`config.mk`:
```
export PLATFORM = sky130hd
export DESIGN_NAME = fetch_decode_queue
export DESIGN_NICKNAME = d
export VERILOG_FILES = /design/src/rtl/fetch_decode_queue_pkg.sv /design/src/rtl/fetch_decode_queue.sv
export SDC_FILE = /design/constraint.sdc
export NUM_CORES = 1
export LEC_CHECK = 0
export CORE_AREA = 2 2 163 165
export DETAILED_ROUTE_END_ITERATION = 6
export DIE_AREA = 0 0 165 167
export PLACE_DENSITY = 0.81
export RECOVER_POWER = 100
export SLEW_MARGIN = 20
export SYNTH_ARGS = -nofsm -noshare
export SYNTH_HDL_FRONTEND = slang
export SYNTH_SLANG_ARGS = --single-unit
```
`constraint.sdc`:
```
create_clock -name clk -period 19.85 [get_ports clk]
set_input_delay 3.97 -clock clk [delete_from_list [all_inputs] [get_ports clk]]
set_output_delay 3.97 -clock clk [all_outputs]
set_load 0.02 [all_outputs]
```
`src/rtl/fetch_decode_queue_pkg.sv`:
```
// Shared fetch/decode pipeline definitions: the bubble word fetch emits and
// the {pc, instruction} entry layout carried between the two stages.
package fetch_decode_queue_pkg;

  localparam int PC_W    = 64;
  localparam int INSTR_W = 32;

  localparam logic [INSTR_W-1:0] BUBBLE_INSTR = 32'd90;

  typedef struct packed {
    logic [PC_W-1:0]    pc;
    logic [INSTR_W-1:0] instruction;
  } fetch_entry_t;

endpackage

```
`src/rtl/fetch_decode_queue.sv`:
```
// Fetch-to-decode FIFO: drops fetch bubbles, presents the oldest entry to
// decode under valid/ready, and empties in one cycle on a redirect flush.
module fetch_decode_queue
  import fetch_decode_queue_pkg::*;
#(
  parameter int ADDR_WIDTH  = 64,
  parameter int INSTR_WIDTH = 32,
  parameter int DEPTH       = 4
) (
  input  logic                     clk,
  input  logic                     reset,
  input  logic                     flush,
  input  logic                     in_valid,
  input  logic [INSTR_WIDTH-1:0]   in_instruction,
  input  logic [ADDR_WIDTH-1:0]    in_pc,
  output logic                     in_ready,
  output logic                     out_valid,
  output logic [INSTR_WIDTH-1:0]   out_instruction,
  output logic [ADDR_WIDTH-1:0]    out_pc,
  input  logic                     out_ready,
  output logic [$clog2(DEPTH):0]   count
);

  localparam int PTR_W = $clog2(DEPTH);
  localparam int CNT_W = PTR_W + 1;
  localparam logic [CNT_W-1:0] FULL_CNT = CNT_W'(DEPTH);

  fetch_entry_t     mem [DEPTH];
  logic [PTR_W-1:0] wr_ptr;
  logic [PTR_W-1:0] rd_ptr;
  logic [CNT_W-1:0] count_q;
  logic             enq;
  logic             deq;

  // Handshake and head read are pure functions of registered state, so no
  // input ever reaches the outputs in the same cycle.
  always_comb begin
    in_ready        = (count_q != FULL_CNT);
    out_valid       = (count_q != '0);
    enq             = in_valid && in_ready && !flush &&
                      (in_instruction != BUBBLE_INSTR);
    deq             = out_valid && out_ready && !flush;
    out_instruction = BUBBLE_INSTR;
    out_pc          = '0;
    if (out_valid) begin
      out_instruction = mem[rd_ptr].instruction;
      out_pc          = mem[rd_ptr].pc;
    end
  end

  assign count = count_q;

  // Storage is written without reset; only pointers and occupancy are cleared.
  always_ff @(posedge clk) begin
    if (reset) begin
      wr_ptr  <= '0;
      rd_ptr  <= '0;
      count_q <= '0;
    end else if (flush) begin
      wr_ptr  <= '0;
      rd_ptr  <= '0;
      count_q <= '0;
    end else begin
      if (enq) begin
        mem[wr_ptr] <= '{pc: in_pc, instruction: in_instruction};
        wr_ptr      <= wr_ptr + 1'b1;
      end
      if (deq) begin
        rd_ptr <= rd_ptr + 1'b1;
      end
      if (enq && !deq) begin
        count_q <= count_q + 1'b1;
      end else if (deq && !enq) begin
        count_q <= count_q - 1'b1;
      end
    end
  end

endmodule
```
# --- Word level (Yosys, flattened, before mapping) ---
# Memories as Yosys holds them, arrays and structs flattened. A register that Yosys moved wholly into a read port is not among the register bits.
# Index checks and enable logic that the tools add are counted.
totals:
  reg_bits: 7
  ram_bits: 384
  inputBits: 101
  out_inout_bits: 101
  elab_cells: 33
  memories: 1
memory_table:
  columns: ["memory", "depth", "width", "read_ports", "rd_ports_with_merged_regs", "wr", "line_no", "text"]
  rows:
  - ["mem", 4, 96, 1, 1, 1, "fetch_decode_queue.sv:28", "fetch_entry_t mem [DEPTH];"]
op_classes:
  add_sub_neg: 4
  eq_ne: 2
  n_mux: 10
  reduce_logical: 13
op_table:
  columns: ["op", "n"]
  rows:
  - ["64-bit 2-to-1 mux", 1]
  - ["32-bit 2-to-1 mux", 1]
  - ["32-bit by 7-bit inequality test with 1-bit output, second input constant", 1]
  - ["1-bit logical AND", 7]
  - ["3-bit 2-to-1 mux", 2]
  - ["2-bit by 1-bit adder with 2-bit output, second input constant", 2]
  - ["1-bit 2-to-1 mux", 4]
  - ["2-bit 2-to-1 mux", 2]
  - ["3-bit by 1-bit adder with 3-bit output, second input constant", 1]
  - ["1-bit logical NOT", 3]
  - ["3-bit inequality test, second input constant", 1]
  - ["3-bit nonzero test", 1]
  - ["3-bit by 1-bit subtractor with 3-bit output, second input constant", 1]
  - ["2-bit nonzero test", 1]
  - ["2-bit OR reduction", 1]

# --- Logic depth before layout (Yosys ltp) ---
# Gate-level depths: netlist of the first run.
logic_depth:
  depth_word: 8
  ltp_mapped: 10
  mapped_depth_nobuf: 10

# --- Worst setup path after synthesis of the first run ---
# Ideal clock, no wire load.
synth_timing:
  path_type: "in2reg"
  from: "in in_instruction[6]"
  to: "mem mem[0][0] in the netlist's numbering (enable)"
  setup_ns: 0.688
  arrival_ns: 11.402
  t_required_ns: 19.162
  slack_ns: 7.760
  cell_stages: 4
  n_path_buf: 0
  path_cell_list: "nor4b_1 -> nand4_1 -> o2111ai_2 -> nor3b_1"
synth_between:
  elab_chain_cells: 6
synth_lines:
  columns: ["element", "line_no", "text"]
  rows:
  - ["from (decl)", "fetch_decode_queue.sv:14", "input logic [INSTR_WIDTH-1:0] in_instruction,"]
  - ["32-bit by 7-bit inequality test with 1-bit output", "fetch_decode_queue.sv:41", "(in_instruction != BUBBLE_INSTR);"]
  - ["1-bit logical AND", "fetch_decode_queue.sv:40", "enq = in_valid && in_ready && !flush &&"]
  - ["1-bit 2-to-1 mux", "fetch_decode_queue.sv:64", "if (enq) begin"]
  - ["1-bit 2-to-1 mux", "fetch_decode_queue.sv:59", "end else if (flush) begin"]
  - ["1-bit 2-to-1 mux", "fetch_decode_queue.sv:55", "if (reset) begin"]
  - ["1-bit 2-to-1 mux (implied by the code)", "fetch_decode_queue.sv:65", "mem[wr_ptr] <= '{pc: in_pc, instruction: in_instruction};"]
  - ["to (decl)", "fetch_decode_queue.sv:28", null]
# Every way passes these cells.

==> metrics, run 1 <==
CTS buffer count 39; H-tree depth 2; Inst Count DP approximately 1200; vias in the first global route between 7000 and 8000; min-delay src wr_ptr[0]$_SDFFE_PP0P_; max-slew violations between 500 and 600; Main synth FF type edfxtp_1; top cell family by delay on the critical path buffers and inverters; path category of the worst min-delay check reg -> reg; initial antenna violation count 8; worst vdd ir between 0.07 and 0.08 mV; most frequent cells in the layout edfxtp_1 (384), dlygate4sd3_1 (165), mux4_2 (96); die height 167 µm; reg2reg end count[2]$_SDFFE_PP0P_; worst r2r src count[0]$_SDFFE_PP0P_; EDFF count, synth roughly 380; total power divided by cell area around 94 nW/µm²; Place WS between 10 and 15 ns; Overall Power between 1.5 and 2 mW; failing checks capacitance limit, slew limit; most frequent CP cell clkbuf_1; CP max stage delay between 2 and 3 ns; drt wl/cell ~23 µm; Final Worst Setup Slack ~7.6 ns; final weighted congestion in routability-driven placement 0.722; Async S/R FF share, synth 0; R2R Setup Slk between 15 and 20 ns; Final Non-Filler Cells about 1300; Cells after Synth 671; CTS sink cnt approximately 390; cts hold-fix bufs 0; slowest CP cell clkbuf_1; initial drt markers 640; CP Capture Type output port; GRT overflow 0; first-pass GRT wire length 44.5 mm; status finished, violations left; gr usage total 0.217; Clock Latency Late Sink slightly above 0.5 ns; Max-cap violations 12; sequential cell area fraction in the yosys report 0.779; synthesized area between 15000 and 20000 µm²; DIE AREA about 28000 µm²; Final Cycle Share 0.616; Post-CTS Resized 0; fillers between 1000 and 1500; Distinct cells, synth 30; core area around 26000 µm²; critical path class reg -> out; syn_nets between 700 and 800; final setup fails 0; final instance area 18600 µm²; Period minus WS final approximately 12 ns; CTS root buf clkbuf_16; IO Pins roughly 200; Clk pin slew, worst setup/hold paths 0.06 ns; via count 7304; Leakage around 6 nW; largest net degree at the start of global routing 67; skew final ~0.018 ns; chip width 165 µm; DRC viols 0; final wirelength slightly below 30 mm; row cnt around 60; CTS Buffer Depth 3; number of I/O port buffers around 200; Worst Hold Path EP wr_ptr[0]$_SDFFE_PP0P_; Synth-to-Final Area Change 23.7%; most common cell after layout, fill and taps aside edfxtp_1; dpl hpwl approximately 17 mm; Post-CTS Repair Setup Buffers 0; CTS tree done; ratio of cells with drive above 1 in the final layout 0.163; area post-placement 17400 µm²; Critical Path Start Type flop; final hold violation count 0; Max Freq between 80 and 90 MHz; Rel. slew slack -1.77; Hold Crit Depth 2; Reg2Reg Depth 11; syn avg cell area ~22 µm²; post-DR vias/cell a little under 6; Worst Path Buf+Inv 3; Final #Nets 1000; Syn. warnings 0; Worst Tran Pin Value 4.15 ns; cell breakdown of the critical path clkbuf_1, clkbuf_1, mux4_2, or2_1, dlygate4sd3_1; sum of negative setup slack 0 ns; ANT nets after route 0; drt first pass iters 4; RSZ-0062 raised after global routing false; Initial Utilization 0.584; critical path arrival ~8.3 ns; critical path data required time around 16 ns; maximum fanout along the worst path 46; register bit total from synthesis around 400
area by class of cell:
type,instances,area (µm²),area share
sequential,393,11700,0.630
multi-input combinational,239,3110,0.167
timing repair buffer,214,2070,0.111
clock buffer,50,1060,0.0570
tap,335,419,0.0225
clock inverter,21,194,0.0104
inverter,6,22.5,0.00121
antenna,8,20.0,0.00108
where the power goes:
| group | internal [mW] | switching (mW) |
|---|---|---|
| clock | 0.429 | 0.286 |
| combinational | 0.0531 | 0.0616 |
| sequential | 0.920 | 0.00252 |
kinds of logic (layout without fill, tap and decap cells):
| group | after synthesis | after routing | synth area share |
|---|---|---|---|
| flops | 393 | 393 | 0.779 |
| buf+inv | 39 | 291 | 0.0142 |
| fa+ha+maj | 6 | 6 | 0.00549 |
| simple gates | 127 | 127 | 0.0518 |
| mux | 99 | 99 | 0.146 |
| compound gates | 3 | 3 | 0.00166 |
| xor+xnor | 4 | 4 | 0.00233 |
| other cells | 0 | 8 | 0 |
metrics by stage:
step	util	hold WS (ns)
after floorplan	-	0.468
after global placement	0.675	0.486
after detailed placement	0.675	0.495
after CTS	0.724	0.509
after global routing	0.722	0.535
final	0.722	0.509
per-layer routing:
metal / global-route usage / wire, µm
met1: 0.302 / 12100
met3: 0.0354 / 1520
met5: 0 / 11
met4: 0.0635 / 459
met2: 0.362 / 15200
worst max-delay path by stage:
| stage | start | end | slack, ns | cells after the start |
|---|---|---|---|---|
| floorplan | in_instruction[6] | mem[0][0]$_DFFE_PP_ | 7.76 | 4 |
| global placement | flop | out_instruction[4] | 12.27 | 5 |
| detailed placement | flop | out_instruction[4] | 12.28 | 5 |
| CTS | flop | out_instruction[4] | 11.70 | 5 |
| global route | flop | out_instruction[4] | 6.43 | 5 |
| finish | flop | out_instruction[4] | 7.61 | 5 |
worst reg2reg max path, stage by stage, from the launching register on:
cell,delay (ns)
dfxtp_1,0.44
nor3_1,0.08
buf_4,0.17
inv_1,0.61
clkbuf_1,1.90
nand3_1,0.38
ha_1,0.36
inv_1,0.07
fa_1,0.17
xor2_1,0.08
or3_1,0.31
a21oi_1,0.13
sequential cells by signal (all words and copies together) (netlist names), named ones only:
| signal | count |
|---|---|
| count | 3 |
| mem | 384 |
| rd_ptr | 2 |
| wr_ptr | 2 |
synth_stat cells (2+ instances only):
library cell / count / area [µm²]
ha_1: 5 / 62.6
mux4_2: 96 / 2160
or2_1: 4 / 25.0
and2_1: 92 / 576
buf_6: 5 / 56.3
xor2_1: 3 / 26.3
dfxtp_1: 9 / 180
nor4_1: 5 / 31.3
nand2_1: 5 / 18.8
edfxtp_1: 384 / 11500
clkbuf_1: 16 / 60.1
buf_2: 11 / 55.1
inv_1: 6 / 22.5
nor4b_1: 2 / 17.5
mux2i_1: 3 / 30.0
nor3b_1: 4 / 30.0
nor2_1: 7 / 26.3
nand4_1: 2 / 12.5
(Power assumes the default switching activity.)
==> run 2: changes to the inputs <==
CORE_AREA = 2 2 179 181   (was 2 2 163 165)
DIE_AREA = 0 0 181 183   (was 0 0 165 167)
PLACE_DENSITY = 0.71   (was 0.81)
clock period = 10.95 ns   (was 19.85 ns; I/O delays follow)
==> run 2 against run 1 <==
Net effect:
- the run still ends with capacitance limit, slew limit left
- die area up 20%
- combinational power up 78%
- clock skew down 0.0068 ns
- routed wire length up 0.56%
- critical path depth down 1
==> metrics, run 2 (same netlist as run 1, synthesis figures left out) <==
cell breakdown of the critical path clkbuf_1, mux4_2, and2_1, dlygate4sd3_1; Post-CTS Resized 0; slowest CP cell clkbuf_1; Reg2Reg Depth 5; post-DR vias/cell 5.45; gr usage total 0.181; R2R Setup Slk between 6 and 7 ns; drt first pass iters 7; via count a little over 7000; CP Capture Type output port; row cnt 65; sum of negative setup slack 0 ns; Worst Path Buf+Inv 2; final weighted congestion in routability-driven placement 0.753; Final #Nets 1000; DIE AREA 33100 µm²; Clock Latency Late Sink between 0.5 and 0.6 ns; final wirelength about 29 mm; ANT nets after route 0; Sequential cell area 11700 µm²; Clk pin slew, worst setup/hold paths around 0.060 ns; Critical Path Start Type flop; CTS buffer count 39; die height ~180 µm; GRT overflow 0; CTS Buffer Depth 3; Final Non-Filler Cells between 1000 and 1500; max-slew violations 474; Worst setup endpoint out_instruction[13]; most common cell after layout, fill and taps aside edfxtp_1; initial antenna violation count 6; DRC viols 0; first-pass GRT wire length 45.0 mm; Inst Count DP approximately 1300; skew final 0.0107 ns; worst vdd ir approximately 0.12 mV; RSZ-0062 raised after global routing false; Initial Utilization 0.482; critical path data required time a little under 9 ns; Multi-input gate area 3110 µm²; Max-cap violations 10; critical path class reg -> out; Period minus WS final about 7.7 ns; final setup fails 0; Max Freq roughly 130 MHz; Post-CTS Repair Setup Buffers 0; Largest Register mem; CTS root buf clkbuf_16; number of I/O port buffers approximately 200; IO Pins between 200 and 250; CP max stage delay between 2 and 3 ns; path category of the worst min-delay check reg -> reg; critical path arrival about 5.5 ns; chip width about 180 µm; most frequent cells in the layout edfxtp_1 (384), dlygate4sd3_1 (190), mux4_2 (96); vias in the first global route 7784; CTS sink cnt 393; Rel. slew slack -1.60; cts hold-fix bufs 0; critical path depth 4; Place WS ~5.7 ns; Synth-to-Final Area Change 24.3%; H-tree depth 2; CTS tree done; drt wl/cell about 22 µm; Final Cycle Share 0.700; top cell family by delay on the critical path buffers and inverters; reg2reg end mem[1][16]$_DFFE_PP_; dpl hpwl 17.4 mm; Final Worst Setup Slack 3.29 ns; ratio of cells with drive above 1 in the final layout 0.169; initial drt markers slightly below 500; fillers approximately 2300; status finished, violations left; Leakage approximately 6 nW; final hold violation count 0; core area roughly 31000 µm²; Worst Tran Pin Value roughly 3.9 ns; worst r2r src count[1]$_SDFFE_PP0P_; max reg flops between 300 and 400; largest net degree at the start of global routing 70; failing checks capacitance limit, slew limit; total power divided by cell area around 170 nW/µm²; maximum fanout along the worst path between 50 and 60
[run 2: cell count changes in the layout (fill, tap and decap cells not counted)]
cell,delta
dfxtp_1,-1
diode_2,-3
dfxtp_4,+1
clkinv_4,+1
bufinv_16,-1
dlygate4sd3_1,+25
clkdlybuf4s50_1,-25
inv_16,+1
and2_0,-24
clkinv_1,-5
and2_1,+24
clkinv_2,+4
[run 2: worst min path at each step]
stage,from,to,cells after the start
floorplan,wr_ptr[1]$_SDFFE_PP0P_,wr_ptr[1]$_SDFFE_PP0P_,2
global placement,wr_ptr[1]$_SDFFE_PP0P_,wr_ptr[1]$_SDFFE_PP0P_,2
detailed placement,wr_ptr[0]$_SDFFE_PP0P_,wr_ptr[0]$_SDFFE_PP0P_,2
CTS,wr_ptr[0]$_SDFFE_PP0P_,wr_ptr[0]$_SDFFE_PP0P_,2
global route,wr_ptr[1]$_SDFFE_PP0P_,wr_ptr[1]$_SDFFE_PP0P_,2
finish,wr_ptr[1]$_SDFFE_PP0P_,wr_ptr[1]$_SDFFE_PP0P_,2
[run 2: final cells by class]
class                   count  area share
diodes                      5    0.000670
inverters                   6     0.00121
clock inverters            21      0.0104
multi-input cells         239       0.166
repair buffers            214       0.111
clock buffers              50      0.0567
well taps                 402      0.0269
flip-flops and latches    393       0.627
[run 2: worst reg2reg max path, cell delays in order (launching register included)]
cell and delay, ns:
dfxtp_1 0.46, nor2_1 0.08, nand2_1 0.13, o2111ai_1 0.24, nor3b_1 0.33, clkbuf_1 2.77
[run 2: report_power, final]
part	internal [mW]	switching, mW
clock	0.759	0.531
sequential	1.67	0.00438
combinational	0.0931	0.111
[run 2: per-layer routing]
layer,routed length [µm],up-vias,GRT usage
li1,-,3196,-
met1,12300,3797,0.238
met2,14900,206,0.308
met3,1570,45,0.0363
met4,697,0,0.0556
met5,0,-,0
[run 2: stage by stage]
step / instance area [µm²] / power [mW] / util / hold WS, ns
final: 18700 / 3.17 / 0.598 / 0.515
after global routing: 18700 / 3.28 / 0.598 / 0.534
after CTS: 18700 / 3.22 / 0.600 / 0.515
after detailed placement: 17500 / 1.93 / 0.560 / 0.506
after global placement: 17500 / 1.92 / 0.560 / 0.501
after floorplan: 15000 / 1.80 / - / 0.468
